===== config.mk =====
export PLATFORM = sky130hd
export DESIGN_NAME = conv_kernel_win
export DESIGN_NICKNAME = d
export VERILOG_FILES = /design/src/rtl/conv_kernel_win.sv
export SDC_FILE = /design/constraint.sdc
export NUM_CORES = 1
export LEC_CHECK = 0
export CORE_ASPECT_RATIO = 0.7
export CORE_MARGIN = 1.5
export CORE_UTILIZATION = 40
export DETAILED_ROUTE_END_ITERATION = 7
export PLACE_DENSITY = 0.63
export SLEW_MARGIN = 40
export SYNTH_ARGS = -nofsm -noshare
export SYNTH_HDL_FRONTEND = slang
export SYNTH_SLANG_ARGS = --single-unit

===== constraint.sdc =====
create_clock -name clk -period 1.7 [get_ports clk]
set_input_delay 0.255 -clock clk [delete_from_list [all_inputs] [get_ports clk]]
set_output_delay 0.255 -clock clk [all_outputs]
set_load 0.02 [all_outputs]

===== src/rtl/conv_kernel_win.sv =====
// rtl/conv_kernel_win.sv - 5x5 sliding window with border padding; define CONV_KWIN_REPLICATE_EN for edge replication instead of zero pad
module conv_kernel_win #(
  parameter int PIXEL_W = 8
) (
  input  logic                   clk,
  input  logic                   arst_n,
  input  logic [4:0]             col_push_i,
  input  logic [7:0]             col_pos_i,
  input  logic [5*PIXEL_W-1:0]   col_data_i,
  input  logic                   flush_i,
  output logic                   stall_o,
  output logic                   m_tvalid_o,
  input  logic                   m_tready_i,
  output logic [25*PIXEL_W-1:0]  m_tdata_o,
  output logic                   m_tuser_o,
  output logic                   m_tlast_o
);

  localparam int SLOT_W = 5 * PIXEL_W;

  logic [4:0][SLOT_W-1:0] win_q, win_n;
  logic [4:0]             vld_q, vld_n;
  logic [4:0][7:0]        pos_q, pos_n;
  logic [1:0]             flush_cnt_q;

  logic                   push, bubble, shift;
  logic [7:0]             ctr;
  logic [4:0]             col_pad, row_pad;
  logic [PIXEL_W-1:0]     pix [5][5];
  logic [25*PIXEL_W-1:0]  win_pad;

  assign push    = |col_push_i;
  assign stall_o = m_tvalid_o & ~m_tready_i;
  assign bubble  = ~push & (flush_cnt_q != 2'd0);
  assign shift   = (push | bubble) & ~stall_o;

  // Centre flags {w2,w1,e2,e1,n2,n1,s2,s1} come from the post-shift centre slot
  assign ctr = pos_n[2];

  // Column pad mask: flags, plus any empty slot around the centre
  assign col_pad[0] = ctr[7] | ctr[6] | ~vld_n[0];
  assign col_pad[1] = ctr[7] | ~vld_n[1];
  assign col_pad[2] = 1'b0;
  assign col_pad[3] = ctr[5] | ~vld_n[3];
  assign col_pad[4] = ctr[5] | ctr[4] | ~vld_n[4];

  assign row_pad[0] = ctr[3] | ctr[2];
  assign row_pad[1] = ctr[3];
  assign row_pad[2] = 1'b0;
  assign row_pad[3] = ctr[1];
  assign row_pad[4] = ctr[1] | ctr[0];

  // Next-state window: slots move toward slot 0, new column (or empty bubble) enters slot 4
  always_comb begin
    for (int k = 0; k < 4; k++) begin
      win_n[k] = win_q[k+1];
      vld_n[k] = vld_q[k+1];
      pos_n[k] = pos_q[k+1];
    end
    win_n[4] = push ? col_data_i : '0;
    vld_n[4] = push;
    pos_n[4] = push ? col_pos_i : '0;
  end

  // Pad the next-state window: columns first, then rows, working outward from the centre
  always_comb begin
    win_pad = '0;
    for (int c = 0; c < 5; c++)
      for (int r = 0; r < 5; r++)
        pix[c][r] = win_n[c][r*PIXEL_W +: PIXEL_W];
`ifdef CONV_KWIN_REPLICATE_EN
    for (int r = 0; r < 5; r++) begin
      if (col_pad[1]) pix[1][r] = pix[2][r];
      if (col_pad[0]) pix[0][r] = pix[1][r];
      if (col_pad[3]) pix[3][r] = pix[2][r];
      if (col_pad[4]) pix[4][r] = pix[3][r];
    end
    for (int c = 0; c < 5; c++) begin
      if (row_pad[1]) pix[c][1] = pix[c][2];
      if (row_pad[0]) pix[c][0] = pix[c][1];
      if (row_pad[3]) pix[c][3] = pix[c][2];
      if (row_pad[4]) pix[c][4] = pix[c][3];
    end
`else
    for (int c = 0; c < 5; c++)
      for (int r = 0; r < 5; r++)
        if (col_pad[c] || row_pad[r]) pix[c][r] = '0;
`endif
    for (int c = 0; c < 5; c++)
      for (int r = 0; r < 5; r++)
        win_pad[(5*c+r)*PIXEL_W +: PIXEL_W] = pix[c][r];
  end

  // Window slot storage advances only on an accepted shift
  always_ff @(posedge clk or negedge arst_n) begin
    if (!arst_n) begin
      win_q <= '0;
      vld_q <= '0;
      pos_q <= '0;
    end else if (shift) begin
      win_q <= win_n;
      vld_q <= vld_n;
      pos_q <= pos_n;
    end
  end

  // Flush counter: a new flush reloads, each bubble shift consumes one
  always_ff @(posedge clk or negedge arst_n) begin
    if (!arst_n) begin
      flush_cnt_q <= 2'd0;
    end else if (flush_i) begin
      flush_cnt_q <= 2'd2;
    end else if (shift && bubble) begin
      flush_cnt_q <= flush_cnt_q - 2'd1;
    end
  end

  // Output register: load the padded window on shift, retire it when taken with nothing new
  always_ff @(posedge clk or negedge arst_n) begin
    if (!arst_n) begin
      m_tvalid_o <= 1'b0;
      m_tdata_o  <= '0;
      m_tuser_o  <= 1'b0;
      m_tlast_o  <= 1'b0;
    end else if (shift) begin
      m_tvalid_o <= vld_n[2];
      m_tdata_o  <= win_pad;
      m_tuser_o  <= ctr[7] & ctr[3];
      m_tlast_o  <= ctr[5];
    end else if (m_tready_i) begin
      m_tvalid_o <= 1'b0;
    end
  end

endmodule


==> flow_summary.ini, run 1 <==
[place]
gp_congestion = 0.8057
placed_cell_area_um2 = 18130
port_buffers = 260
dp_hpwl_um = 27910
place_ws_ps = -447.5

[timing]
maxSlewViolCount = 0
slew_headroom_pct = 48.57
hold_viol_final = 0
finalSetupTns_ps = -51430
fin_crit_ps = 1892
setup_ws_ps = -192.4
fmax_mhz = 528.4
setup_violations = 555
skew_ps = 17.09
min_period_over_period_pct = 111.3
tightest_slew_ps = 768.7
rsz0062_at_grt = true

[final_layout]
final_util_pct = 56.32
layout_common_cells = dfrtp_1, clkdlybuf4s50_1, a22o_1, a32o_1, mux2_2
drive_gt1_share_pct = 25.02
layout.nets = 1345
seqCellArea_um2 = 9435
final_common_cell = dfrtp_1
area_delta_synth_final_pct = 38.95
fill_cells = 2891
multi_input_area_um2 = 4801
fin_area_um2 = 20150

[synth]
syn_inst = 959
synth_cell_type_count = 38
synth-seq-cells = 377
syn_area_per_cell_um2 = 15.12
synth_area_um2 = 14500
yosysSeqAreaShare_pct = 65.06
yosys_warnings = 0
synth_nets = 1017

[critical_path]
worstPathCellList = inv_2, ha_4, nor3b_4, a21o_4, clkbuf_16, clkbuf_16, mux2_4
startpoint = flush_cnt_q[0]
critPathSlowestCell = dfrtp_1
r2r-start = flush_cnt_q[0]
slowest_delay_ps = 380
crit_arrival_ps = 2290
path_class = reg2reg
cp_max_fo = 8
critPathLaunchType = flop
required_ps = 2090
worst_setup_path_end_kind = flop
r2r_end = pix[102]
crit_top_cell = clkbuf_16
ff2ff_setup_slack_ps = -190
reg2regPathDepth = 7

[global_routing]
antenna_found_initial = 2
grt_pass1_vias = 9800
grt_max_degree = 62
track_usage_pct = 21.43
grt_pass1_wl_um = 61620
grt_remaining_overflow = 0

[power]
switching_share_pct = 32.27
switchingPower_uw = 10170
intPower_uw = 21360
combPwrFrac_pct = 31.7
pwr_density_cell_nw_per_um2 = 1565
p_leak_uw = 0.008835
share_seq_of_total_power_pct = 43.1
total_power_uw = 31530
pwr-share-clk_pct = 25.2
max-vdd-ir-drop_uv = 699.2

[hold_path]
hp-class = in2async

[floorplan]
initial_core_util_pct = 40.53
coreArea_um2 = 35780
chipHeight_um = 162.3
rows = 58
die-area_um2 = 37420
die_w_um = 230.6
io_pins = 261

[routing]
wl_per_cell_um = 23.50
dr.pass1.iters = 5
ant_nets = 0
vias = 10008
via_per_inst = 5.585
wl_um = 42120
drtIter0Drc = 747
remaining_drc_errors = 0

[clock_tree]
h-tree-depth = 2
clkTransAtPathRegs_ps = 60
clock_latency_ps = 530
cts_root_buffer = clkbuf_16
cts_sinks = 377
cts_made_buffers = 39
clock_tree.buffer_depth = 3
tritoncts = done

[flow_run]
cap_violations = 0

[outcome]
violations = setup timing
status = finished, violations left
## per-layer routing
metal / share of wire, % / wire [um] / global-route usage, %
met5: 0.031 / 13 / 0
met4: 2.1 / 895 / 5.556
met3: 5.6 / 2347 / 3.897
met2: 41 / 17330 / 29.03
met1: 51 / 21530 / 34.70
## what timing repair did
| action | in CTS | in global routing |
|---|---|---|
| buffers inserted | 3 | 6 |
| pin swaps | 1 | 4 |
| endpoints found under the setup margin | 533 | 556 |
| hold buffers | 1 | 0 |
| hold endpoints to repair | 33 | 0 |
| gates resized for setup | 40 | 65 |
| gates cloned | 3 | 14 |
## power by group through the flow
stage	Combinational [uW]	Sequential, uW	Clock (uW)
after floorplan	3860	14200	0
after global placement	9020	13600	0
after detailed placement	9190	13700	0
after CTS	9440	13500	8160
after global routing	10600	13900	8530
final	9990	13600	7950
## how the worst max path moves through the flow
stage	endpoint	slack [ps]
detailed placement	m_tdata_o[184]	-450
floorplan	ctr[5]	-20
CTS	win_n[105]	-200
finish	pix[102]	-190
global placement	win_n[59]	-410
global route	win_n[74]	-260
## Yosys cell counts
library cell | number | area (um2)
nor4_2 | 1 | 12.51
or3b_2 | 1 | 8.760
nor3b_1 | 17 | 127.6
and3_1 | 2 | 12.51
inv_1 | 2 | 7.510
ha_1 | 1 | 12.51
mux2_2 | 120 | 1351
nor3_2 | 6 | 60.06
or3_1 | 1 | 6.260
nor3b_2 | 1 | 12.51
buf_6 | 10 | 112.6
nor3_1 | 2 | 10.01
and2_0 | 1 | 6.260
nor2b_1 | 3 | 18.77
nand2_1 | 1 | 3.750
a21o_1 | 2 | 15.01
or2_2 | 2 | 12.51
a211oi_2 | 1 | 12.51
o21ai_0 | 2 | 10.01
mux2_1 | 13 | 146.4
nor2_1 | 10 | 37.54
a32o_1 | 96 | 960.9
o2111a_1 | 1 | 11.26
dfrtp_1 | 377 | 9434
mux2i_1 | 1 | 10.01
nor3_4 | 1 | 16.27
buf_4 | 17 | 127.6
nand2b_1 | 3 | 18.77
buf_1 | 2 | 7.510
nand3_1 | 9 | 45.04
a22o_1 | 96 | 840.8
nand4_1 | 40 | 250.2
a2111oi_4 | 2 | 55.05
o2bb2ai_1 | 49 | 429.2
a21oi_1 | 1 | 5.000
buf_2 | 38 | 190.2
clkbuf_1 | 26 | 97.59
inv_2 | 1 | 3.750
## through the flow
| stage | instances | hold WS [ps] |
|---|---|---|
| 2_1_floorplan | 959 | -40.59 |
| 6_report | 1792 | 230.6 |
| 3_3_place_gp | 1700 | 203.4 |
| 5_1_grt | 1792 | 246.8 |
| 3_5_place_dp | 1700 | 196.3 |
| 4_1_cts | 1772 | 235.9 |
## sequential cells by signal, summed over array words and instances, names as in the netlist
name,flops
win_n,152
pix,8
flush_cnt_q,2
pos_n,8
m_tdata_o,192
m_tuser_o,1
m_tvalid_o,1
vld_q,4
ctr,8
m_tlast_o,1
## worst max-delay path: cells and delay by family, from the launching register on
family / cells / cell delay [ps]
buffers and inverters: 3 / 490
muxes: 1 / 290
adders and majority gates: 1 / 140
AOI/OAI and AO/OA: 1 / 220
and+or+nand+nor: 1 / 230
DFF: 1 / 380
## cells by family (layout without fill, tap and decap cells)
group	Yosys count	count (layout)	synth area share, %
flops	377	377	65.06
compound gates	250	250	16.14
mux	134	134	10.40
simple gates	101	101	4.547
buf+inv	96	448	3.771
fa+ha+maj	1	1	0.08627
other cells	0	1	0
## final cells by class
class	instances	share of cell area, %
multi-input cells	486	23.83
flip-flops and latches	377	46.83
inverters	3	0.06831
clock inverters	10	0.3043
diodes	1	0.01242
well taps	480	2.981
repair buffers	380	20.49
clock buffers	55	5.490
No activity file was read; power rests on OpenSTA's default activity.
==> run 2, diff against run 1 <==
--- a/config.mk
+++ b/config.mk
@@ -9,8 +9,8 @@
 export CORE_MARGIN = 1.5
 export CORE_UTILIZATION = 40
 export DETAILED_ROUTE_END_ITERATION = 7
-export PLACE_DENSITY = 0.63
-export SLEW_MARGIN = 40
+export PLACE_DENSITY = 0.61
+export SLEW_MARGIN = 20
 export SYNTH_ARGS = -nofsm -noshare
 export SYNTH_HDL_FRONTEND = slang
 export SYNTH_SLANG_ARGS = --single-unit
==> constraint.sdc (replaced) <==
create_clock -name clk -period 2.3 [get_ports clk]
set_input_delay 0.345 -clock clk [delete_from_list [all_inputs] [get_ports clk]]
set_output_delay 0.345 -clock clk [all_outputs]
set_load 0.02 [all_outputs]
==> run 2 against run 1 <==
Effect of this change: the flow now finishes without violations; die area unchanged; via count shrank 2.0%; clock power is 21% lower; first-iteration DRC count rose by 22%; clock skew up 3.7 ps; global-route usage fell by 0.43 points; routed wire length decreased by 6.6%; critical path type is now reg2out; largest power group unchanged.
==> flow_summary.ini, run 2 (synthesis results as in run 1) <==
[global_routing]
grt_pass1_wl_um = 60550
track_usage_pct = 21.00
grt_max_degree = 71
grt_remaining_overflow = 0
antenna_found_initial = 1
grt_pass1_vias = 9774

[floorplan]
io_pins = 261
die-area_um2 = 37420
chipHeight_um = 162.3
rows = 58
coreArea_um2 = 35780
initial_core_util_pct = 40.53
die_w_um = 230.6

[routing]
vias = 9811
wl_um = 39360
wl_per_cell_um = 22.39
dr.pass1.iters = 5
ant_nets = 0
remaining_drc_errors = 0
via_per_inst = 5.581
drtIter0Drc = 915

[final_layout]
layout_common_cells = dfrtp_1, clkdlybuf4s50_1, mux2_2
final_util_pct = 54.12
fin_cells = 1758
fill_cells = 3001
layout.nets = 1310
drive_gt1_share_pct = 22.46
final_common_cell = dfrtp_1
area_delta_synth_final_pct = 33.52
n_antenna_cell = 0
largest_reg_flops = 192
largest_register = m_tdata_o

[timing]
hold_viol_final = 0
slew_headroom_pct = 30.42
maxSlewViolCount = 0
fmax_mhz = 451.9
finalSetupTns_ps = 0
setup_violations = 0
fin_crit_ps = 2213
tightest_slew_ps = 1036
min_period_over_period_pct = 96.21
rsz0062_at_grt = false
skew_ps = 20.77

[outcome]
status = finished, final reports clean

[hold_path]
hp-class = in2async

[power]
max-vdd-ir-drop_uv = 453.3
pwr_density_cell_nw_per_um2 = 1186
p_leak_uw = 0.008353
total_power_uw = 22960

[critical_path]
worst_setup_path_end_kind = output pin
crit_arrival_ps = 1870
cp_max_fo = 10
path_class = reg2out
required_ps = 1960
critPathLaunchType = flop

[place]
gp_congestion = 0.7724
dp_cells = 1691
port_buffers = 260
dp_hpwl_um = 27910

[clock_tree]
h-tree-depth = 2
clkTransAtPathRegs_ps = 60
cts_made_buffers = 38
clock_latency_ps = 530
cts_root_buffer = clkbuf_16
tritoncts = done
clock_tree.buffer_depth = 3
cts_sinks = 377

[flow_run]
cap_violations = 0
==> run 2: changes by cell type in the layout (fill, tap and decap cells not counted), sizes merged <==
cell,previous run,this run
buf,109,86
clkdlybuf4s50,249,259
clkbuf,67,58
dlygate4sd2,9,0
clkinvlp,3,0
bufinv,0,2
diode,1,0
inv,4,3
==> run 2: area by class of cell <==
class	count	area [um2]	share of cell area, %
Clock inverter	8	90.09	0.4653
Sequential cell	377	9434	48.73
Timing Repair Buffer	346	3481	17.98
Inverter	3	11.26	0.05816
Multi-Input combinational cell	486	4554	23.52
Tap cell	480	600.6	3.102
Clock buffer	58	1190	6.146
==> run 2: worst paths after layout <==
kind	slack [ps]	end	cells after the start	start
setup / recovery	90	stall_o	3	m_tvalid_o
hold / removal	340	m_tdata_o[182]	2	arst_n
setup reg to reg	130	win_n[43]	6	flush_cnt_q[0]
hold reg to reg	490	ctr[6]	1	pos_n[30]
max in group asynchronous	1170	win_n[15]	3	arst_n
min in group clk	430	pos_n[31]	2	col_pos_i[7]
==> run 2: critical path, stage by stage, from the launching register on <==
cell             delay [ps]
dfrtp_1                 360
nand2b_2                 70
inv_2                   240
clkdlybuf4s50_1         670
==> run 2: stage by stage <==
step	setup WS, ps	hold WS (ps)	cell area, um2
2_1_floorplan	449.5	49.41	14500
3_3_place_gp	-142.3	328.8	18070
3_5_place_dp	-124.8	334.5	18070
4_1_cts	11.72	354.0	19360
5_1_grt	7.343	363.6	19360
6_report	87.18	341.1	19360
==> run 2: power breakdown <==
group          internal [uW]  switching [uW]  leakage, uW
clock                   3780            2500     0.000637
combinational           3410            3190      0.00288
sequential              8500            1580      0.00484
total                  15700            7270      0.00835
==> run 2: metal layers <==
metal	track usage (%)	routed length [um]
met5	0	0
met4	4.278	455
met3	4.881	2773
met2	28.05	16240
met1	34.10	19890
==> run 2: what timing repair did <==
action	in CTS	in global routing
endpoints found under the hold margin	46	0
setup endpoints to repair	1	229
setup buffers	0	0
cloned	0	0
pin swaps	1	0
hold buffers	1	0
resized for setup	0	1
==> run 3, diff against run 2 <==
--- a/config.mk
+++ b/config.mk
@@ -5,7 +5,7 @@
 export SDC_FILE = /design/constraint.sdc
 export NUM_CORES = 1
 export LEC_CHECK = 0
-export CORE_ASPECT_RATIO = 0.7
+export CAP_MARGIN = 0
 export CORE_MARGIN = 1.5
 export CORE_UTILIZATION = 40
 export DETAILED_ROUTE_END_ITERATION = 7
==> run 3 against run 2 <==
Effect of this change: the run now ends with DRC left; sequential cell count unchanged; sequential share of layout area up 0.66 points; combinational power down 2%; non-clock buffer count down 34; register-to-register slack better by 140 ps; clock skew down 6.1 ps; maximum frequency up 8.9%; core utilization down 0.54 points; final cell count down 2.7%; critical endpoint is now win_n[43]; via count down 2.7%; clock-buffer cell count down 2.
==> flow_summary.ini, run 3 (synthesis results as in run 1) <==
[outcome]
status = finished, violations left
violations = DRC

[routing]
vias = 9551
dr.pass1.iters = 7
remaining_drc_errors = 11
ant_nets = 0
drtIter0Drc = 646
wl_per_cell_um = 22.11
via_per_inst = 5.585
wl_um = 37810

[global_routing]
grt_pass1_wl_um = 59850
track_usage_pct = 20.28
grt_pass1_vias = 9650
grt_remaining_overflow = 0
antenna_found_initial = 1
grt_max_degree = 85

[final_layout]
area_delta_synth_final_pct = 31.74
layout_common_cells = dfrtp_1, clkdlybuf4s50_1, mux2_2
largest_reg_flops = 192
fin_cells = 1710
largest_register = m_tdata_o
n_antenna_cell = 0
drive_gt1_share_pct = 20.58
layout.nets = 1279
final_common_cell = dfrtp_1

[timing]
hold_viol_final = 0
setup_violations = 0
rsz0062_at_grt = false
fmax_mhz = 492.0
fin_crit_ps = 2032
holdWs_ps = 310.3
finalSetupTns_ps = 0
slew_headroom_pct = 30.96
skew_ps = 14.67
maxSlewViolCount = 0
tightest_slew_ps = 1028
min_period_over_period_pct = 88.36

[clock_tree]
tritoncts = done
cts_made_buffers = 41
cts_root_buffer = clkbuf_16
h-tree-depth = 2
clock_latency_ps = 540
clock_tree.buffer_depth = 3
cts_sinks = 377
post-cts-setup-buffer-count = 0
clkTransAtPathRegs_ps = 60

[hold_path]
hp-class = in2async

[power]
p_leak_uw = 0.008178
pwr_density_cell_nw_per_um2 = 1201
max-vdd-ir-drop_uv = 584.8
total_power_uw = 22950

[critical_path]
cp_max_fo = 45
path_buf_inv = 2
worstPathCellList = inv_1, ha_1, nor3b_2, a21o_4, buf_12, mux2_2
reg2regPathDepth = 6
critPathLaunchType = flop
crit_arrival_ps = 2450
path_class = reg2reg
required_ps = 2720
critPathSlowestCell = mux2_2
slowest_delay_ps = 380
worst_setup_path_end_kind = flop
path_depth = 6
cp_top_family = multiplexers

[flow_run]
cap_violations = 0

[place]
port_buffers = 260
dp_cells = 1638
dp_hpwl_um = 25940
gp_congestion = 0.7728

[floorplan]
coreArea_um2 = 35660
chipHeight_um = 193.4
die-area_um2 = 37400
rows = 69
die_w_um = 193.4
initial_core_util_pct = 40.67
io_pins = 261
==> run 3: cell count changes in the layout (fill, tap and decap cells not counted), sizes merged, moves of 2 or more <==
cell      before  now
inv            3    6
clkinvlp       0    5
clkbuf        58   56
buf           86   52
clkinv         6    4
==> run 3: layer usage <==
layer	track usage [%]	vias up	part of all wire, %
met3	4.358	55	5.2
met5	0	-	0.045
met4	6.095	2	2.4
met2	29.40	230	44
met1	30.43	4985	48
li1	-	4279	-
==> run 3: timing repair <==
| action | 4_1_cts | 5_1_grt |
|---|---|---|
| endpoints found under the hold margin | 40 | 0 |
| gates resized for setup | 1 | 1 |
| hold buffers | 1 | 0 |
| setup endpoints to repair | 1 | 90 |
==> run 3: report_power, final <==
part	leakage (uW)	total (uW)	switching (uW)	internal, uW
combinational	0.00270	6490	3170	3320
sequential	0.00484	9970	1470	8500
clock	0.000637	6480	2630	3850
==> run 3: final cells by class <==
type | count | area [um2]
sequential | 377 | 9434
inverter | 3 | 11.26
clock inverter | 15 | 173.9
multi-input combinational | 486 | 4554
tap | 461 | 576.8
clock buffer | 56 | 1152
timing repair buffer | 312 | 3199
fill | 3046 | 16550
==> run 3: final timing paths <==
path,start,to,slack [ps]
hold / removal,arst_n,m_tdata_o[154],310
max in group asynchronous,arst_n,win_n[13],1200
hold reg to reg,m_tdata_o[112],m_tdata_o[112],490
setup / recovery,flush_cnt_q[0],win_n[43],270
min in group clk,col_pos_i[5],pos_n[29],410
setup reg to reg,flush_cnt_q[0],win_n[43],270
==> run 3: per-stage QoR <==
stage / util [%] / setup slack (ps) / cell area (um2)
2_1_floorplan: - / 449.5 / 14500
3_5_place_dp: 49.82 / 11.29 / 17760
4_1_cts: 53.56 / 143.0 / 19100
5_1_grt: 53.57 / 144.0 / 19100
6_report: 53.57 / 267.6 / 19100
3_3_place_gp: 49.82 / 49.33 / 17760
